[src/rtl/bmem_pkg.sv]
// Shared types and constants for the bmem line adapter and its line buffer.
package bmem_pkg;

  localparam int BEAT_WIDTH       = 64;
  localparam int BURST_LEN        = 4;
  localparam int LINE_WIDTH       = BEAT_WIDTH * BURST_LEN;
  localparam int LINE_OFFSET_BITS = $clog2(LINE_WIDTH / 8);

  typedef logic [LINE_WIDTH-1:0] line_t;
  typedef logic [BEAT_WIDTH-1:0] beat_t;

  typedef enum logic [2:0] {
    IDLE    = 3'd0,
    RD_CMD  = 3'd1,
    RD_DATA = 3'd2,
    WR_DATA = 3'd3,
    RESP    = 3'd4
  } bmem_adapter_state_t;

endpackage

[src/rtl/bmem_line_buffer.sv]
// One cache line of storage: whole-line load for writes, beat-indexed fill for
// reads and a beat-indexed read mux feeding the write burst.
module bmem_line_buffer #(
  parameter int BEAT_WIDTH = 64,
  parameter int BURST_LEN  = 4,
  parameter int IDX_W      = $clog2(BURST_LEN)
) (
  input  logic                            clk,
  input  logic                            rst,
  input  logic                            load,
  input  logic [BEAT_WIDTH*BURST_LEN-1:0] load_line,
  input  logic                            we,
  input  logic [IDX_W-1:0]                widx,
  input  logic [BEAT_WIDTH-1:0]           wbeat,
  input  logic [IDX_W-1:0]                ridx,
  output logic [BEAT_WIDTH-1:0]           rbeat,
  output logic [BEAT_WIDTH*BURST_LEN-1:0] line
);

  logic [BEAT_WIDTH*BURST_LEN-1:0] line_r;

  // Line storage; a full-line load wins over a single-beat fill.
  always_ff @(posedge clk or posedge rst) begin
    if (rst) begin
      line_r <= '0;
    end else if (load) begin
      line_r <= load_line;
    end else if (we) begin
      line_r[int'(widx)*BEAT_WIDTH +: BEAT_WIDTH] <= wbeat;
    end
  end

  assign rbeat = line_r[int'(ridx)*BEAT_WIDTH +: BEAT_WIDTH];
  assign line  = line_r;

endmodule

[src/rtl/bmem_line_adapter.sv]
// CPU-side bmem initiator: turns one 256-bit line read/write into a bmem
// command plus 4-beat burst, one transaction outstanding at a time.
module bmem_line_adapter #(
  parameter int ADDR_WIDTH = 32,
  parameter int BEAT_WIDTH = bmem_pkg::BEAT_WIDTH,
  parameter int BURST_LEN  = bmem_pkg::BURST_LEN
) (
  input  logic                            clk,
  input  logic                            rst,
  input  logic [ADDR_WIDTH-1:0]           dfp_addr,
  input  logic                            dfp_read,
  input  logic                            dfp_write,
  input  logic [BEAT_WIDTH*BURST_LEN-1:0] dfp_wdata,
  output logic [BEAT_WIDTH*BURST_LEN-1:0] dfp_rdata,
  output logic                            dfp_resp,
  output logic [ADDR_WIDTH-1:0]           bmem_addr,
  output logic                            bmem_read,
  output logic                            bmem_write,
  output logic [BEAT_WIDTH-1:0]           bmem_wdata,
  input  logic                            bmem_ready,
  input  logic [ADDR_WIDTH-1:0]           bmem_raddr,
  input  logic [BEAT_WIDTH-1:0]           bmem_rdata,
  input  logic                            bmem_rvalid
);

  import bmem_pkg::*;

  localparam int LINE_W   = BEAT_WIDTH * BURST_LEN;
  localparam int OFFSET_W = $clog2(LINE_W / 8);
  localparam int CNT_W    = $clog2(BURST_LEN);
  localparam logic [ADDR_WIDTH-1:0] OFFSET_MASK = ADDR_WIDTH'((1 << OFFSET_W) - 1);
  localparam logic [CNT_W-1:0]      LAST_BEAT   = CNT_W'(BURST_LEN - 1);
  localparam logic [CNT_W-1:0]      CNT_ONE     = CNT_W'(1);

  bmem_adapter_state_t   state_r, state_s;
  logic [CNT_W-1:0]      cnt_r, cnt_s;
  logic [ADDR_WIDTH-1:0] addr_r, addr_s;
  logic                  read_r, read_s;
  logic                  write_r, write_s;
  logic [BEAT_WIDTH-1:0] wdata_r, wdata_s;
  logic                  resp_r, resp_s;
  logic [LINE_W-1:0]     rdata_r, rdata_s;

  logic                  buf_load_s;
  logic                  buf_we_s;
  logic [CNT_W-1:0]      buf_ridx_s;
  logic [BEAT_WIDTH-1:0] buf_rbeat_s;
  logic [LINE_W-1:0]     buf_line_s;
  logic [LINE_W-1:0]     merged_line_s;
  logic [ADDR_WIDTH-1:0] aligned_addr_s;
  logic                  addr_hit_s;

  assign aligned_addr_s = dfp_addr & ~OFFSET_MASK;
  assign addr_hit_s     = bmem_rvalid && (bmem_raddr == addr_r);
  // Write bursts preload the beat after the one currently on the bus.
  assign buf_ridx_s     = cnt_r + CNT_ONE;

  bmem_line_buffer #(
    .BEAT_WIDTH(BEAT_WIDTH),
    .BURST_LEN (BURST_LEN),
    .IDX_W     (CNT_W)
  ) u_line_buffer (
    .clk      (clk),
    .rst      (rst),
    .load     (buf_load_s),
    .load_line(dfp_wdata),
    .we       (buf_we_s),
    .widx     (cnt_r),
    .wbeat    (bmem_rdata),
    .ridx     (buf_ridx_s),
    .rbeat    (buf_rbeat_s),
    .line     (buf_line_s)
  );

  // Completed read line: buffer contents with the beat arriving this cycle merged in.
  always_comb begin
    merged_line_s = buf_line_s;
    merged_line_s[int'(cnt_r)*BEAT_WIDTH +: BEAT_WIDTH] = bmem_rdata;
  end

  // Next-state and next-output logic; outputs are computed for the next state.
  always_comb begin
    state_s    = state_r;
    cnt_s      = cnt_r;
    addr_s     = addr_r;
    read_s     = 1'b0;
    write_s    = 1'b0;
    wdata_s    = wdata_r;
    resp_s     = 1'b0;
    rdata_s    = rdata_r;
    buf_load_s = 1'b0;
    buf_we_s   = 1'b0;
    case (state_r)
      IDLE: begin
        if (dfp_write) begin
          state_s    = WR_DATA;
          addr_s     = aligned_addr_s;
          cnt_s      = {CNT_W{1'b0}};
          buf_load_s = 1'b1;
          write_s    = 1'b1;
          wdata_s    = dfp_wdata[BEAT_WIDTH-1:0];
        end else if (dfp_read) begin
          state_s = RD_CMD;
          addr_s  = aligned_addr_s;
          cnt_s   = {CNT_W{1'b0}};
          read_s  = 1'b1;
        end else begin
          state_s = IDLE;
        end
      end
      RD_CMD: begin
        if (bmem_ready) begin
          state_s = RD_DATA;
          cnt_s   = {CNT_W{1'b0}};
        end else begin
          read_s = 1'b1;
        end
      end
      RD_DATA: begin
        if (addr_hit_s) begin
          buf_we_s = 1'b1;
          if (cnt_r == LAST_BEAT) begin
            state_s = RESP;
            resp_s  = 1'b1;
            rdata_s = merged_line_s;
            cnt_s   = {CNT_W{1'b0}};
          end else begin
            cnt_s = cnt_r + CNT_ONE;
          end
        end else begin
          state_s = RD_DATA;
        end
      end
      WR_DATA: begin
        if (bmem_ready) begin
          if (cnt_r == LAST_BEAT) begin
            state_s = RESP;
            resp_s  = 1'b1;
            cnt_s   = {CNT_W{1'b0}};
          end else begin
            write_s = 1'b1;
            cnt_s   = cnt_r + CNT_ONE;
            wdata_s = buf_rbeat_s;
          end
        end else begin
          write_s = 1'b1;
        end
      end
      RESP: begin
        state_s = IDLE;
      end
      default: begin
        state_s = IDLE;
      end
    endcase
  end

  // State, counter, latched address and registered outputs.
  always_ff @(posedge clk or posedge rst) begin
    if (rst) begin
      state_r <= IDLE;
      cnt_r   <= {CNT_W{1'b0}};
      addr_r  <= {ADDR_WIDTH{1'b0}};
      read_r  <= 1'b0;
      write_r <= 1'b0;
      wdata_r <= {BEAT_WIDTH{1'b0}};
      resp_r  <= 1'b0;
      rdata_r <= {LINE_W{1'b0}};
    end else begin
      state_r <= state_s;
      cnt_r   <= cnt_s;
      addr_r  <= addr_s;
      read_r  <= read_s;
      write_r <= write_s;
      wdata_r <= wdata_s;
      resp_r  <= resp_s;
      rdata_r <= rdata_s;
    end
  end

  assign dfp_rdata  = rdata_r;
  assign dfp_resp   = resp_r;
  assign bmem_addr  = addr_r;
  assign bmem_read  = read_r;
  assign bmem_write = write_r;
  assign bmem_wdata = wdata_r;

endmodule

[config.mk]
export PLATFORM = sky130hd
export DESIGN_NAME = bmem_line_adapter
export DESIGN_NICKNAME = d
export VERILOG_FILES = /design/src/rtl/bmem_pkg.sv /design/src/rtl/bmem_line_buffer.sv /design/src/rtl/bmem_line_adapter.sv
export SDC_FILE = /design/constraint.sdc
export NUM_CORES = 2
export LEC_CHECK = 0
export BUFFER_PORTS_ARGS = -buffer_cell sky130_fd_sc_hd__clkbuf_2
export CORE_AREA = 2 2 290 292
export CTS_BUF_LIST = sky130_fd_sc_hd__clkbuf_8 sky130_fd_sc_hd__clkbuf_16
export DETAILED_ROUTE_END_ITERATION = 10
export DIE_AREA = 0 0 292 294
export GPL_TIMING_DRIVEN = 0
export PLACE_DENSITY = 0.67
export SYNTH_ARGS = -nofsm -noshare
export SYNTH_HDL_FRONTEND = slang
export SYNTH_SLANG_ARGS = --single-unit
[constraint.sdc]
create_clock -name clk -period 28.1 [get_ports clk]
set_clock_uncertainty 0.2 [all_clocks]
set_input_delay 5.62 -clock clk [delete_from_list [all_inputs] [get_ports clk]]
set_output_delay 5.62 -clock clk [all_outputs]
set_load 0.05 [all_outputs]
* After elaboration in Yosys (flattened, before gate mapping) *
Index checks and enable logic that the tools add are counted.
Widths: inputs -> output; s select.

storage, ports and cells
  flip-flop bits (word level) = 616
  logic and storage cells = 74
  input port bits = 390
  output and inout port bits = 355

cells by class
  shift operators = 3
  equal/unequal tests = 11
  $add $sub $neg = 2
  reduce and logical (&&, ||, !) cells = 11
  mux-type cells = 38

operator list
  cell                       number
  $mux 256                   2
  $bwmux 256                 1
  $shift 64x33->256 const A  1
  $shiftx 256x9->64          1
  $shiftx 64x33->256         1
  $mux 64                    3
  $pmux 64 s2                1
  $mux 32                    2
  $neg 8->33                 1
  $eq 32x32->1               1
  $mux 2                     7
  $mux 1                     13
  $mux 3                     4
  $pmux 3 s4                 1
  $ne 2x2->1 const B         5
  $pmux 2 s4                 1
  $eq 3x2->1 const B         2
  $pmux 1 s2                 3
  $reduce_bool 2->1          3
  $reduce_and 5->1           1
  $reduce_and 2->1           2
  $reduce_and 4->1           1
  $reduce_bool 4->1          1
  $eq 3x1->1 const B         1
  6 further kinds            6

* Depth between registers and ports, before layout *
  depth in word-level cells = 6
  mapped depth = 10
  mapped depth without buffers = 7

* By module *
From an unflattened synthesis, not the netlist that was laid out.

unflattened totals
  cell total of the unflattened synthesis = 2779
  area total of the unflattened synthesis = 30260.3 um2

by module, submodules not included
  module             cells each  area an instance (um2)  sequential area each (um2)  times used
  bmem_line_adapter  1833        17611.9                 8883.5                      1
  bmem_line_buffer   946         12648.4                 6406.1                      1

* Worst setup path before layout *
No wires, ideal clock.

  path type = input to register
  start point = input bmem_raddr[14]
  end point = register u_line_buffer.line_r[0], in the netlist u_line_buffer.line[0]
  path buffers = 2
  cell stages on the path = 8
  slack = 20.297 ns
  required time = 27.774 ns
  arrival = 7.477 ns
  library setup time = 0.126 ns
  cell sequence = nor2b_1 > a2111oi_2 > nand4_1 > nor4_2 > buf_4 > a31oi_4 > buf_6 > a221o_1

between the ends
  word-level cells in the longest chain between the ends = 5

RTL lines
  item                           RTL line                  RTL
  start, declared                bmem_line_adapter.sv:21   input logic [ADDR_WIDTH-1:0] bmem_raddr,
  $eq 32x32->1                   bmem_line_adapter.sv:54   assign addr_hit_s = bmem_rvalid && (bmem_raddr == addr_r);
  $logic_and 1x1->1              bmem_line_adapter.sv:54
  $mux 1                         bmem_line_adapter.sv:120  if (addr_hit_s) begin
  $mux 1                         bmem_line_adapter.sv:93   case (state_r)
  $reduce_bool 2->1 (no line)    n/a
  end signal, assigned           bmem_line_buffer.sv:27    line_r <= load_line;
  end signal, assigned by index  bmem_line_buffer.sv:29    line_r[int'(widx)*BEAT_WIDTH +: BEAT_WIDTH] <= wbeat;
  end, declared                  bmem_line_buffer.sv:20    logic [BEAT_WIDTH*BURST_LEN-1:0] line_r;

Every way passes these cells.
A chain may end at the register's enable or synchronous reset.

* Final worst setup path *
  start point = input bmem_raddr[12]
  end point = register rdata_r[146], in the netlist dfp_rdata[146]

between the ends
  word-level cells in the longest chain between the ends = 3

RTL lines
  item                        RTL line                  RTL
  $eq 32x32->1                bmem_line_adapter.sv:54
  $logic_and 1x1->1           bmem_line_adapter.sv:54
  $reduce_and 3->1 (no line)  n/a
  end signal, assigned        bmem_line_adapter.sv:168  rdata_r <= {LINE_W{1'b0}};
  end signal, assigned        bmem_line_adapter.sv:177  rdata_r <= rdata_s;
  end, declared               bmem_line_adapter.sv:42   logic [LINE_W-1:0] rdata_r, rdata_s;

Every way passes these cells.

==> impl.org <==
** Synth
- Average instance area after synthesis :: 10.9 sq um
- Post-synthesis sequential area ratio :: 0.494
- Post-synth top flop :: dfrtp_1
- Flops & latches, synth :: 611
- Of the post-synthesis cell area, the dominant cell type holds 0.494.
- Number of synthesized flops with an enable pin :: 0
- Leading cell types by total area after synthesis :: dfrtp_1 49%, mux2_1 8.7%, a221o_1 8.3%
- Share of flip-flops with an asynchronous set or reset after synthesis :: 1.00
- Gate count of the mapped netlist :: 2,847
- Total number of yosys warnings :: 0
- Yosys mapped the design onto 43 distinct sky130hd cell types.
- dfrtp_1 takes more of the synthesized area than any other cell.
- Total standard cell area after synthesis :: 0.0309 sq mm

** Timing
- Hold Violations, Final :: 0
- For the pin with the worst max-slew slack, the measured transition is 1390 ps.
- Setup repair after global routing left no endpoint under its margin.
- The worst pin sits at a relative slew slack of 0.0708.
- Final period util :: 0.317
- In the post-route analysis, the smallest setup slack over all paths is 19,190 ps.
- Based on the critical path, the design can be clocked at up to 0.112 GHz.
- Slew Viols, Final :: 0
- Hold Slack :: 279 ps
- Setup violations remaining at the end of the flow were counted as 0.
- Subtracting the final worst setup slack from the clock period gives 8910 ps.

** Worst setup path
- Startpoint of the worst register-to-register path :: bmem_addr[11]
- Critical Path AT :: 9210 ps
- Worst EP required :: 28,400 ps
- Setup slack on the worst reg-to-reg path comes out at 23,830 ps.
- The worst setup path is captured at a flip-flop.
- In this run the worst setup path terminates at dfp_rdata[146].
- The worst register-to-register path ends at dfp_rdata[146].
- Worst setup path start :: bmem_raddr[12]
- The worst setup path is launched from an input pin.
- Of all nets on the critical path, the largest fanout is 10.
- The setup path with the least slack is of type in2reg.
- Cells on worst reg2reg path :: 8

** Global routing
- Entering global routing, the biggest net connects 123 pins.
- Remaining global-route overflow :: 0
- The number of global-route vias before repair came to 27,000.
- For this run, the total global-route usage over all layers was measured as 0.311.
- Antenna violations before repair :: 21
- The first global-routing pass estimated 193 mm of wire.

** Floorplanning
- I/O pin count :: 745
- For this configuration, the core starts out at a cell density of 0.373.
- Die width :: 292 um
- Core footprint :: 0.0829 sq mm
- The die is 294 um tall.
- Overall die area :: 0.0858 sq mm
- Std-Cell Rows :: 106

** Pwr
- Max IR drop VDD :: 0.0475 mV
- For this design the static power due to leakage is 20.5 nW.
- Pwr Density :: 51.6 mW/mm^2
- Overall power consumption after layout is estimated at 1.98 mW.

** Cells and area
- Counting the fill cells in the layout gives 7,768.
- For this run, the number of standard cells in the final layout without fillers is 4,750.
- The multi-input combinational cells in the finished layout cover a total of 0.0130 sq mm.
- At the end of the flow, the number of nets in the layout was 3,998.
- In the final layout, the share of cells above drive strength 1 is 0.287.
- Sequential Area :: 0.0153 sq mm
- Relative to the synthesized area, the layout overhead comes to 24.1%.

** Placed design
- Routability-driven placement finished with a final weighted congestion of 0.908.
- Worst slack, placed :: 18,550 ps
- Port Buffer Count :: 669
- Placed insts :: 4,606
- Once detailed placement completed, the half-perimeter wirelength came to 99.6 mm.

** Hold path
- The worst hold path belongs to the class reg2reg.

** Detailed routing
- Detailed Route WL :: 137 mm
- The detailed router placed 27,400 vias in this run.
- DRT antenna net count :: 0
- DRT iter0 DRCs :: 2,853
- Detail-routed net length per standard cell :: 28.8 um
- The pre-antenna-repair detailed-routing pass consisted of 6 iterations.
- Routed via count divided by cell count :: 5.77
- In the routed design, unresolved DRC markers number 0.

** Clocking
- H-Tree Level Count :: 3
- After clock tree synthesis, the clock-pin slew on the worst setup and hold paths is 60 ps.
- Clock tree synthesis inserted a total of 74 buffers.
- Clock Latency Late Sink :: 630 ps
- Clock tree synthesis found a total of 611 sinks.
- Hold-fix buffers at CTS :: 0
- Gates resized during post-CTS repair numbered 0.
- TritonCTS built the clock tree.
- Root Buffer Master :: clkbuf_16
- The clock passes through at most 3 buffers.
- Post-CTS Repair Setup Buffers :: 0

** Job
- Max-capacitance violation count :: 0

** Outcome
- Outcome :: complete, no violations
## cells in the mapped netlist, types with 11 or more instances
library cell and number:
mux4_2 64, nand2_1 327, dfrtp_1 611, mux2_1 240, xor2_1 23, mux2_2 42, buf_2 25, buf_6 18
and3_1 260, o21ai_0 322, inv_1 260, mux2i_1 65, a221o_1 256, nor2_1 11, buf_1 23, clkbuf_1 145
buf_4 90
## flip-flops by register name, summed over array words and instances (netlist names)
name / count
bmem_addr: 27
bmem_read: 1
bmem_wdata: 64
bmem_write: 1
cnt_r: 2
dfp_rdata: 256
dfp_resp: 1
state_r: 3
u_line_buffer.line: 256
## where the power goes
part           switching (mW)  internal, mW
clock network           0.413         0.600
registers       0.00000000195         0.880
logic                  0.0599        0.0300
total                   0.473          1.51
## placed cells by master, fill, tap and decap left out, types with 6 or more instances in the layout
cell	Yosys	layout
nor3_1	8	8
clkbuf_2	4	676
and3_1	260	260
a221o_1	256	256
inv_1	260	271
mux2_1	240	240
buf_4	90	90
clkbuf_16	0	76
clkinv_2	0	12
mux2i_1	65	65
buf_6	18	19
xor2_1	23	23
nor2_1	11	11
bufinv_16	0	8
nand2_1	327	327
buf_2	25	25
buf_1	23	23
mux2_2	42	42
dfrtp_1	611	611
mux4_2	64	64
nor4_1	8	8
ha_1	6	6
o21ai_0	322	322
clkbuf_1	145	142
clkbuf_8	0	12
diode_2	0	14
## per-stage QoR
stage	TNS (ps)	area, sq um	utilization
6_report	0	38400	0.463
5_1_grt	0	38400	0.463
4_1_cts	0	38300	0.463
3_5_place_dp	0	35800	0.432
3_3_place_gp	-1459010	35700	0.430
2_1_floorplan	0	31000	-
## layout make-up
cell class | instances | share of cell area
antenna | 14 | 0.000913
buffer | 305 | 0.0432
clock buffer | 88 | 0.0539
clock inverter | 42 | 0.0120
inverter | 261 | 0.0257
multi-input combinational | 1674 | 0.340
sequential | 611 | 0.398
tap | 1080 | 0.0352
timing repair buffer | 675 | 0.0911
## routing by layer
| metal | GRT usage | part of all wire |
|---|---|---|
| met2 | 0.489 | 0.46 |
| met1 | 0.405 | 0.40 |
| met4 | 0.143 | 0.045 |
| met3 | 0.0761 | 0.094 |
| met5 | 0 | 0.00075 |
## kinds of logic after synthesis
family | Yosys count | synth area share
other | 1 | 0.000121
multiplexers | 411 | 0.170
buffers and inverters | 566 | 0.0851
AO/OA/AOI/OAI | 594 | 0.140
adder cells (fa/ha/maj) | 6 | 0.00243
flip-flops | 611 | 0.494
AND/OR/NAND/NOR | 634 | 0.101
XOR/XNOR | 24 | 0.00679
## worst min path at each step
| stage | cells past startpoint | slack, ps | endpoint | start |
|---|---|---|---|---|
| 6_report | 2 | 280 | bmem_wdata[31] | bmem_wdata[31] |
| 5_1_grt | 1 | 300 | dfp_rdata[54] | dfp_rdata[54] |
| 4_1_cts | 2 | 280 | bmem_wdata[31] | bmem_wdata[31] |
| 3_5_place_dp | 2 | 270 | bmem_wdata[31] | bmem_wdata[31] |
| 3_3_place_gp | 2 | 260 | bmem_wdata[57] | bmem_wdata[57] |
| 2_1_floorplan | 1 | 300 | u_line_buffer.line[192] | u_line_buffer.line[192] |
## worst max-delay path, cell delays in order
cell	delay, ps
clkbuf_2	140
xor2_1	190
nor4_1	410
nand2_1	160
nor4_1	790
nand3_1	260
clkbuf_1	570
buf_1	580
mux2_1	470
Power figures use the tool's default switching activity.
